<file path="src/rtl/controle_digitos_n.sv">
// controle_digitos_n: keypad digit collector.
// Shifts accepted digits into a product code (first digit ends in the MS slot),
// locks once NUM_DIGITOS digits are held, and releases on OK or cancel.
// Optional feature: define CONTROLE_DIGITOS_TIMEOUT_EN to abort an entry left
// idle for TIMEOUT_CICLOS cycles (pulses tempoEsgotado).
module controle_digitos_n #(
  parameter int NUM_DIGITOS    = 2,
  parameter int DIG_W          = 4,
  parameter int DIG_MAX        = 9,
  parameter int TIMEOUT_CICLOS = 16
) (
  input  logic                             clk,
  input  logic                             rst,
  input  logic                             enable,
  input  logic [DIG_W-1:0]                 digito,
  input  logic                             OK,
  input  logic                             cancel,
  output logic [NUM_DIGITOS*DIG_W-1:0]     codigo,
  output logic [$clog2(NUM_DIGITOS+1)-1:0] nDigitos,
  output logic                             completo,
  output logic                             clear,
  output logic                             tempoEsgotado
);

  localparam int CODE_W = NUM_DIGITOS * DIG_W;
  localparam int CNT_W  = $clog2(NUM_DIGITOS + 1);
  localparam logic [DIG_W-1:0] DMAX   = DIG_W'(DIG_MAX);
  localparam logic [CNT_W-1:0] ULTIMO = CNT_W'(NUM_DIGITOS - 1);

  typedef enum logic [1:0] {ESPERA, ENTRADA, BLOQUEADO} estado_t;

  estado_t estado;
  logic    aceito;
  logic    expira;
  logic    paraEspera;

`ifdef CONTROLE_DIGITOS_TIMEOUT_EN
  localparam int TO_W = $clog2(TIMEOUT_CICLOS);
  localparam logic [TO_W-1:0] TO_FIM = TO_W'(TIMEOUT_CICLOS - 1);
  logic [TO_W-1:0] ocioso;
`endif

  // Event decode: digit acceptance, idle expiry and the return-to-idle condition
  always_comb begin
    aceito = enable && (digito <= DMAX) && (estado != BLOQUEADO);
`ifdef CONTROLE_DIGITOS_TIMEOUT_EN
    expira = (estado == ENTRADA) && (ocioso == TO_FIM);
`else
    expira = 1'b0;
`endif
    // Priority cancel > accepted digit > timeout > OK
    paraEspera = cancel || (!aceito && (expira || ((estado == BLOQUEADO) && OK)));
  end

  // State machine with registered code, count and status outputs
  always_ff @(posedge clk or posedge rst) begin
    if (rst) begin
      estado        <= ESPERA;
      codigo        <= '0;
      nDigitos      <= '0;
      clear         <= 1'b1;
      completo      <= 1'b0;
`ifdef CONTROLE_DIGITOS_TIMEOUT_EN
      ocioso        <= '0;
      tempoEsgotado <= 1'b0;
`endif
    end else begin
`ifdef CONTROLE_DIGITOS_TIMEOUT_EN
      tempoEsgotado <= !cancel && !aceito && expira;
`endif
      if (paraEspera) begin
        estado   <= ESPERA;
        codigo   <= '0;
        nDigitos <= '0;
        clear    <= 1'b1;
        completo <= 1'b0;
`ifdef CONTROLE_DIGITOS_TIMEOUT_EN
        ocioso   <= '0;
`endif
      end else if (aceito) begin
        codigo   <= (codigo << DIG_W) | CODE_W'(digito);
        nDigitos <= nDigitos + CNT_W'(1);
        clear    <= 1'b0;
`ifdef CONTROLE_DIGITOS_TIMEOUT_EN
        ocioso   <= '0;
`endif
        if (nDigitos == ULTIMO) begin
          estado   <= BLOQUEADO;
          completo <= 1'b1;
        end else begin
          estado   <= ENTRADA;
          completo <= 1'b0;
        end
      end else if (estado == ENTRADA) begin
`ifdef CONTROLE_DIGITOS_TIMEOUT_EN
        ocioso <= ocioso + TO_W'(1);
`endif
      end
    end
  end

`ifndef CONTROLE_DIGITOS_TIMEOUT_EN
  assign tempoEsgotado = 1'b0;
`endif

endmodule

</file>
<file path="config.mk">
export PLATFORM = sky130hd
export DESIGN_NAME = controle_digitos_n
export DESIGN_NICKNAME = d
export VERILOG_FILES = /design/src/rtl/controle_digitos_n.sv
export SDC_FILE = /design/constraint.sdc
export NUM_CORES = 1
export LEC_CHECK = 0
export BUFFER_PORTS_ARGS = -buffer_cell sky130_fd_sc_hd__buf_2
export CORE_UTILIZATION = 50
export CTS_BUF_LIST = sky130_fd_sc_hd__clkbuf_8
export DETAILED_ROUTE_END_ITERATION = 8
export PLACE_DENSITY = 0.79
export SLEW_MARGIN = 20
export SYNTH_ARGS = -nofsm -noshare
export SYNTH_HDL_FRONTEND = slang
export SYNTH_SLANG_ARGS = --single-unit
</file>
<file path="constraint.sdc">
create_clock -name clk -period 1.7 [get_ports clk]
set_input_delay 0.085 -clock clk [delete_from_list [all_inputs] [get_ports clk]]
set_output_delay 0.085 -clock clk [all_outputs]
set_load 0.05 [all_outputs]
</file>
# Word level (Yosys, flattened, before mapping)

Cells that the tools add are included.

Add/sub/neg operators: 1
$lt $le $gt $ge: 1
Eq/ne operators: 3
Mux-type cells: 12
Bitwise gates (word level): 1
Reductions and logical operators: 7

Operators by type and width:

| operator                                                               | number |
|---|---|
| 8-bit two-way mux                                                      | 2 |
| 2-bit two-way mux                                                      | 5 |
| 8-bit by 4-bit OR with 8-bit output                                    | 1 |
| 1-bit two-way mux                                                      | 5 |
| 4-bit less-or-equal comparator (second input constant)                 | 1 |
| 1-bit logical AND                                                      | 4 |
| 2-bit by 1-bit adder with 2-bit output (second input constant)         | 1 |
| 2-bit by 1-bit equality test with 1-bit output (second input constant) | 1 |
| 2-bit equality test (second input constant)                            | 1 |
| 2-bit != test (second input constant)                                  | 1 |
| 2-bit nonzero test                                                     | 1 |
| 1-bit logical NOT                                                      | 1 |
| 1-bit logical OR                                                       | 1 |

Flip-flop bits (word level): 14
Input bits: 9
Logic and storage cells: 30

# Longest topological paths before layout

Gate-level depths: netlist of the first run.

Depth after elaboration: 7
Gate-level depth with buffers: 4
Gate-level depth less buffers: 4

# Worst setup path after synthesis of the first run

No wires, ideal clock.

Kind: reg-to-reg
Start: register, netlist name completo
End: register nDigitos[0]
Setup time: 0.077 ns
Data arrival time: 1.362 ns
Required time: 1.623 ns
Setup slack: 0.261 ns
Stages on the path, launching flop included: 4
Buffers on the path: 0
Cell sequence: dfrtp_1 -> nor2b_4 -> or4_1 -> a21oi_1

RTL lines:

| element                | line | RTL |
|---|---|---|
| end signal: assignment | 82   | `nDigitos <= nDigitos + CNT_W'(1);` |
| end: declaration       | 19   | `output logic [$clog2(NUM_DIGITOS+1)-1:0] nDigitos,` |

==> impl_metrics.csv, run 1 <==
group,metric,value,unit
setup_path,worst-setup-path-type,"register to register",
yosys,synth_cell_types,22,
clock_tree,cts.sinks,13,
sta,period_needed,1.39,ns
sta,tns,0,ns
global_routing,grt_util_all_layers,24.4,%
sta,fmax,0.718,GHz
power,internal-power,528,µW
layout,multi_input_comb_area,285,µm²
detailed_routing,drt-met1-wl,676,µm
outcome,status,"completed",
global_routing,grt_overflow,0,
clock_tree,cts_setup_buffers,0,
die,start_util,56.9,%
layout,register_area,327,µm²
detailed_routing,drt_pass1_iterations,4,
sta,hold_viol,0,
sta,holdWs,0.105,ns
yosys,ys_warn_count,0,
sta,rsz0062_at_grt,"false",
setup_path,required,1.87,ns
power,p_sw,237,µW
detailed_routing,drc,0,
clock_tree,cts_tree,"built",
clock_tree,cts_max_level,1,
detailed_routing,met3_length,121,µm
die,row_count,12,
power,ir_drop,0.588,mV
power,p_sw_share,31.0,%
yosys,syn_nets,78,
power,leakage,0.000406,µW
power,p_comb_share,20.2,%
die,io_pins,22,
global_routing,antenna_found_initial,0,
detailed_routing,drt_iter0_drc,24,
die,core_area,1170,µm²
die,dieArea,1480,µm²
sta,final_max_slew_viol_count,0,
sta,post-route-period-util,81.9,%
detailed_routing,wl,1.53,mm
setup_path,crit_fanout,13,
global_routing,grt_max_degree,14,
sta,skew,0.00170,ns
power,pwr-share-clk,35.4,%
power,powerDensity,947,nW/µm²
layout,drive_above_1_share,30.2,%
clock_tree,cts_hold_buf,1,
clock_tree,cts_buffers,3,
global_routing,grt_pass1_vias,548,
layout,fill_cells,94,
yosys,synth_seq_area_share,49.0,%
clock_tree,clk-insertion-delay-late,0.24,ns
placement,io_buffers,20,
die,die_y,38.5,µm
setup_path,critPathCaptureType,"register",
die,die_w,38.5,µm
clock_tree,cts_buffer_depth,2,
placement,gp_congestion,0.719,
detailed_routing,routed_wire_length_per_instance,15.3,µm
clock_tree,cts_root_buffer,"clkbuf_8",
layout,nets,97,
yosys,postSynthCellCount,68,
layout,diodes,0,
detailed_routing,vias,624,
min_path,hold_class,"input port to register",
setup_path,startpoint_type,"register",
setup_path,r2r_slack,0.31,ns
job,max_cap_violations,0,
global_routing,grt_pass1_wl,2.41,mm
clock_tree,clk_pin_slew,0.06,ns
detailed_routing,via_per_inst,6.24,
layout,areaGrowthSynthToFinish,21.0,%
power,seqPwrFrac,44.4,%
setup_path,arrival,1.56,ns
yosys,post_synth.cell_area_avg,9.81,µm²
detailed_routing,wl_met2,711,µm
sta,finalSetupViolCount,0,
yosys,syn_area,667,µm²
yosys,ys_ff_latch,13,
detailed_routing,dr.max_layer_used,"met4",
clock_tree,cts_resized,0,
detailed_routing,ant_nets,0,
## cell type report
type                    count  area share, %
flip-flops and latches     13           40.5
multi-input cells          43           35.3
repair buffers             22           14.6
clock buffers               3           5.12
well taps                  14           2.17
inverters                   4           1.86
clock inverters             1          0.465
## cell usage after synthesis
cell,instances,area [µm²]
a211oi_1,1,7.51
a21o_1,1,7.51
a21oi_1,10,50.1
a31oi_1,2,12.5
buf_2,5,25.0
buf_4,1,7.51
clkbuf_1,2,7.51
conb_1,1,3.75
dfrtp_1,12,300
dfstp_2,1,26.3
ha_1,1,12.5
inv_1,4,15.0
nand2b_1,1,6.26
nand4_1,9,56.3
nor2b_4,1,13.8
nor3_1,1,5.00
nor3b_1,1,7.51
o21a_1,1,7.51
o21ai_1,1,5.00
o21bai_1,1,7.51
o31ai_1,10,75.1
or4_1,1,7.51
## registers in the layout (all words and copies together), names as in the netlist
| signal | flops |
|---|---|
| estado | 1 |
| nDigitos | 2 |
| completo | 1 |
| codigo | 8 |
| clear | 1 |
## final timing paths
kind	to	from	cells past startpoint
max	clear	completo	3
min	codigo[0]	digito[0]	3
max reg2reg	clear	completo	3
min reg2reg	clear	clear	2
max in group asynchronous	clear	rst	3
min in group asynchronous	estado[0]	rst	3
## cells in the final DEF (no fill, tap or decap)
master and n:
buf_2 20, dfrtp_1 12, o31ai_1 10, a21oi_1 10, nand4_1 9, inv_1 5
clkbuf_8 3, a31oi_1 2, nand2b_1 1, o21ai_1 1, nor2b_4 1, o21a_1 1
a21o_1 1, nor3b_1 1, or4_1 1, nor3_1 1, o21bai_1 1, a211oi_1 1
ha_1 1, conb_1 1, dfstp_2 1, dlygate4sd3_1 1, buf_4 1
## power groups by stage
stage          clock network [µW]  logic, µW  registers, µW
2_1_floorplan                   0       66.5            394
3_3_place_gp                    0        148            344
3_5_place_dp                    0        151            344
4_1_cts                       274        154            339
5_1_grt                       287        167            341
6_report                      270        155            339
## logic make-up (layout without fill, tap and decap cells)
| group | after synthesis | after routing | synth area share [%] |
|---|---|---|---|
| AOI/OAI and AO/OA | 27 | 27 | 25.9 |
| and+or+nand+nor | 14 | 14 | 14.4 |
| adders and majority gates | 1 | 1 | 1.88 |
| other | 1 | 1 | 0.562 |
| buffers and inverters | 12 | 30 | 8.25 |
| DFF | 13 | 13 | 49.0 |
## worst max-delay path, cell delays in order (launching register included)
cell	delay [ns]
dfrtp_1	0.38
nor2b_4	0.33
a21o_1	0.43
o21bai_1	0.18
## through the flow
stage / util [%] / area (µm²) / std cells / setup slack (ns) / power [µW]
after floorplan: - / 667 / 68 / 0.261 / 460
after global placement: 64.2 / 752 / 95 / 0.400 / 492
after detailed placement: 64.2 / 752 / 95 / 0.332 / 496
after CTS: 68.9 / 807 / 100 / 0.319 / 766
after global routing: 68.9 / 807 / 100 / 0.219 / 794
final: 68.9 / 807 / 100 / 0.308 / 764
## layer usage
layer | up-vias | global-route usage [%]
li1 | 294 | -
met1 | 291 | 30.8
met2 | 37 | 39.6
met3 | 2 | 5.81
met4 | 0 | 10.3
met5 | - | 0
No activity file was read; power rests on OpenSTA's default activity.
==> run 2, diff against run 1 <==
Settings changed: CORE_UTILIZATION 50 to 45, PLACE_DENSITY 0.79 to 0.75.
Clock period 1.7 ns to 1.25 ns, I/O delays scaled along.
==> run 2 against run 1 <==
  * Core utilization down 3.0 points
  * Via count rose by 3.0%
  * Cell count is 9.0% higher
  * Register-to-register slack worse by 0.25 ns
  * Largest cell class unchanged
  * Non-clock buffer count is 8 higher
  * Sequential share of layout area fell by 3.1 points
  * Clock skew up 0.0011 ns
  * Setup slack worse by 0.25 ns
  * Final area grew 9.0%
  * First-iteration DRC count rose by 21%
  * Critical endpoint is now estado[0]
==> impl_metrics.csv, run 2 (synthesis results as in run 1) <==
group,metric,value,unit
placement,post_dp_cell_area,801,µm²
detailed_routing,wl,1.55,mm
power,pwr-share-clk,34.1,%
layout,largest_reg_flops,8,
power,p_sw_share,30.1,%
setup_path,required,1.41,ns
placement,pre_cts_ws,0.0389,ns
detailed_routing,via_per_inst,5.90,
sta,period_needed,1.19,ns
global_routing,grt_util_all_layers,22.6,%
die,die_y,40.5,µm
layout,final_common_cell,"buf_2",
detailed_routing,vias,643,
global_routing,grt_overflow,0,
setup_path,startpoint_type,"register",
setup_path,arrival,1.35,ns
setup_path,crit_fanout,11,
power,p_sw,316,µW
setup_path,path_cells,"nor2b_4 -> a21o_1 -> buf_4 -> nor3b_2",
die,io_pins,22,
clock_tree,cts_root_buffer,"clkbuf_8",
detailed_routing,drt_pass1_iterations,4,
layout,final-instance-count-excl-fill,109,
detailed_routing,routed_wire_length_per_instance,14.2,µm
global_routing,grt_max_degree,14,
placement,gp_congestion,0.765,
sta,rsz0062_at_grt,"true",
sta,final_max_slew_viol_count,0,
power,p_comb_share,21.9,%
sta,holdWs,0.0725,ns
power,internal-power,735,µW
setup_path,worst-setup-path-type,"register to register",
setup_path,max_stage_delay,0.41,ns
power,seqPwrFrac,44.1,%
die,core_area,1330,µm²
placement,io_buffers,20,
layout,largest-register,"codigo",
placement,post-place-cells,102,
clock_tree,cts_max_level,1,
clock_tree,cts_tree,"built",
outcome,status,"completed",
detailed_routing,drc,0,
die,dieArea,1640,µm²
layout,areaGrowthSynthToFinish,31.9,%
power,powerDensity,1190,nW/µm²
setup_path,crit_path_top_delay_cell,"dfrtp_2",
detailed_routing,ant_nets,0,
die,die_w,40.5,µm
power,p_total,1050,µW
global_routing,grt_pass1_vias,569,
layout,nets,105,
clock_tree,clk-insertion-delay-late,0.24,ns
power,ir_drop,0.856,mV
job,max_cap_violations,0,
clock_tree,cts_buffers,3,
sta,layout_setup_ws,0.0587,ns
min_path,hold_class,"input port to register",
sta,finalSetupViolCount,0,
layout,drive_above_1_share,39.4,%
setup_path,critPathCaptureType,"register",
layout,stdcell_area,880,µm²
sta,post-route-period-util,95.3,%
layout,diodes,0,
sta,skew,0.00283,ns
power,leakage,0.000446,µW
clock_tree,clk_pin_slew,0.05,ns
clock_tree,cts.sinks,13,
global_routing,antenna_found_initial,0,
die,start_util,50.0,%
die,row_count,13,
detailed_routing,drt_iter0_drc,29,
sta,hold_viol,0,
layout,final_cell_mix,"buf_2 (20), o31ai_1 (10), a21oi_1 (10), dfrtp_1 (10), nand4_1 (9)",
sta,fmax,0.839,GHz
setup_path,crit_family,"flip-flops",
setup_path,worst-path-buf-inv,1,
layout,top_regs,"codigo x8, nDigitos x2",
global_routing,grt_pass1_wl,2.43,mm
clock_tree,cts_buffer_depth,2,
placement,post-dp-hpwl,1.08,mm
==> run 2: per-stage QoR <==
step | setup TNS (ns) | utilization [%]
floorplan | -0.00915 | -
global placement | 0 | 60.0
detailed placement | 0 | 60.0
CTS | 0 | 64.2
global route | 0 | 65.9
finish | 0 | 65.9
==> run 2: final timing paths <==
path                       startpoint           to  slack, ns  depth (start not counted)
setup / recovery             completo    estado[0]       0.06                          4
hold / removal              digito[0]    codigo[0]       0.07                          3
setup reg to reg             completo    estado[0]       0.06                          4
hold reg to reg                 clear        clear       0.47                          2
max in group asynchronous         rst  nDigitos[0]       0.51                          3
min in group asynchronous         rst     completo       0.38                          3
==> run 2: tightest hold or removal path: stages <==
cell and delay [ns]:
buf_2 0.10, nand4_1 0.06, a21oi_1 0.05
==> run 2: timing repair <==
action                                  4_1_cts  5_1_grt
hold endpoints to repair                     12        0
hold buffers                                  1        0
endpoints found under the setup margin        0       10
buffers inserted                              0        2
gates resized for setup                       0        2
==> run 2: layout make-up <==
class | instances | area [µm²]
clock inverters | 1 | 3.75
fillers | 117 | 454
repair buffers | 30 | 181
well taps | 15 | 18.8
inverters | 4 | 15.0
flip-flops and latches | 13 | 329
multi-input cells | 43 | 290
clock buffers | 3 | 41.3
==> run 2: layer usage <==
metal / GRT usage [%] / wire length [µm]
met5: 0 / 0
met4: 7.50 / 5
met3: 3.33 / 100
met2: 36.5 / 762
met1: 30.6 / 684
==> run 2: power by group through the flow <==
stage	registers, µW	logic (µW)	clock network, µW
after CTS	463	224	366
final	463	230	358
after global placement	469	218	0
after global routing	466	249	377
after detailed placement	470	220	0
after floorplan	536	90.5	0
==> run 3, diff against run 2 <==
Settings changed: CORE_MARGIN set to 4, SETUP_SLACK_MARGIN set to 0.05.
==> run 3 against run 2 <==
  * Sequential share of layout area decreased by 0.070 points
  * Clock skew decreased by 0.00069 ns
  * Combinational power is essentially flat
  * Die area rose by 32%
  * Core utilization shrank 0.42 points
  * Register-to-register slack worse by 0.02 ns
  * Sequential power barely moved
  * Critical path type unchanged
  * Largest power group unchanged
==> impl_metrics.csv, run 3 (synthesis results as in run 1) <==
group,metric,value,unit
setup_path,startpoint_type,"register",
sta,layout_setup_ws,0.0362,ns
setup_path,crit_path_top_delay_cell,"dfrtp_2",
sta,hold_viol,0,
power,powerDensity,1180,nW/µm²
detailed_routing,ant_nets,0,
setup_path,required,1.36,ns
clock_tree,cts.sinks,13,
setup_path,critPathCaptureType,"register",
global_routing,grt_overflow,0,
layout,drive_above_1_share,41.5,%
die,die_y,46.5,µm
placement,pre_cts_ws,-0.0873,ns
sta,final_max_slew_viol_count,0,
placement,post-place-cells,101,
die,row_count,13,
setup_path,worst-path-buf-inv,1,
setup_path,crit_fanout,8,
setup_path,path_cells,"nor2b_4 -> buf_4 -> o31ai_2 -> a21oi_1",
layout,areaGrowthSynthToFinish,32.6,%
clock_tree,clk-insertion-delay-late,0.24,ns
sta,post-route-period-util,97.1,%
layout,final_common_cell,"buf_2",
clock_tree,clk_pin_slew,0.05,ns
detailed_routing,via_per_inst,5.89,
setup_path,arrival,1.32,ns
die,die_w,46.5,µm
placement,io_buffers,20,
detailed_routing,vias,642,
global_routing,grt_util_all_layers,17.2,%
clock_tree,cts_buffer_depth,2,
setup_path,worst-setup-path-type,"register to register",
power,leakage,0.000439,µW
layout,finish.utilization,65.5,%
placement,post-dp-hpwl,1.13,mm
power,ir_drop,0.699,mV
sta,skew,0.00214,ns
die,core_area,1350,µm²
placement,post_dp_cell_area,795,µm²
outcome,status,"completed",
die,start_util,49.4,%
layout,diodes,0,
clock_tree,cts_root_buffer,"clkbuf_8",
detailed_routing,drt_pass1_iterations,5,
setup_path,max_stage_delay,0.42,ns
detailed_routing,routed_wire_length_per_instance,15.1,µm
die,dieArea,2160,µm²
detailed_routing,drc,0,
global_routing,grt_pass1_wl,2.57,mm
job,max_cap_violations,0,
layout,final_cell_mix,"buf_2 (20), a21oi_1 (10)",
layout,largest-register,"codigo",
sta,fmax,0.824,GHz
die,io_pins,22,
min_path,hold_class,"input port to register",
placement,gp_congestion,0.760,
detailed_routing,drt_iter0_drc,23,
detailed_routing,wl,1.65,mm
global_routing,antenna_found_initial,0,
sta,period_needed,1.21,ns
layout,stdcell_area,885,µm²
layout,top_regs,"codigo x8, nDigitos x2",
layout,final-instance-count-excl-fill,109,
clock_tree,cts_max_level,1,
sta,finalSetupViolCount,0,
global_routing,grt_max_degree,14,
setup_path,crit_family,"flip-flops",
layout,largest_reg_flops,8,
global_routing,grt_pass1_vias,600,
clock_tree,cts_tree,"built",
layout,nets,105,
sta,rsz0062_at_grt,"false",
clock_tree,cts_buffers,3,
power,p_total,1050,µW
[run 3: cell count changes in the layout (fill, tap and decap cells not counted)]
cell,change
nor3b_2,-1
a21o_1,-1
a21o_4,+1
buf_4,+1
nor3b_1,+1
o31ai_1,-1
dfrtp_2,+1
buf_6,-1
dfrtp_1,-1
o31ai_2,+1
[run 3: path summary, 6_finish.rpt]
check / from / to / slack [ns] / cells past startpoint
max: completo / codigo[2] / 0.04 / 4
min: digito[0] / codigo[0] / 0.08 / 3
max reg2reg: completo / codigo[2] / 0.04 / 4
min reg2reg: clear / clear / 0.47 / 2
max in group asynchronous: rst / nDigitos[1] / 0.51 / 3
min in group asynchronous: rst / completo / 0.38 / 3
[run 3: worst min-delay path, cell delays in order]
cell	delay [ns]
buf_2	0.10
nand4_1	0.06
a21oi_1	0.05
[run 3: cell type report]
cell class	count	area [µm²]
Inverter	4	15.0
Tap cell	15	18.8
Clock inverter	1	3.75
Multi-Input combinational cell	43	298
Timing Repair Buffer	30	178
Fill cell	108	465
Sequential cell	13	330
Clock buffer	3	41.3
[run 3: power breakdown]
group,internal [µW],total [µW],switching (µW)
clock,216,355,139
combinational,70.3,229,158
sequential,446,464,17.7
[run 3: repair_timing]
item	4_1_cts	5_1_grt
hold buffers	1	0
cloned	0	0
setup endpoints to repair	13	3
hold endpoints to repair	12	0
resized for setup	2	1
buffers inserted	0	3
[run 3: metal layers]
layer / share of wire (%) / vias to the layer above / global-route usage, %
met3: 7.9 / 4 / 4.30
met2: 49 / 38 / 25.0
li1: - / 311 / -
met5: 0 / - / 0
met4: 1.5 / 0 / 12.5
met1: 41 / 289 / 21.6
[run 3: stage by stage]
step                hold slack [ns]  setup TNS [ns]
floorplan                   -0.0615        -0.00699
global placement              0.105          -0.301
detailed placement            0.115          -0.852
CTS                          0.0707               0
global route                  0.102               0
finish                       0.0772               0
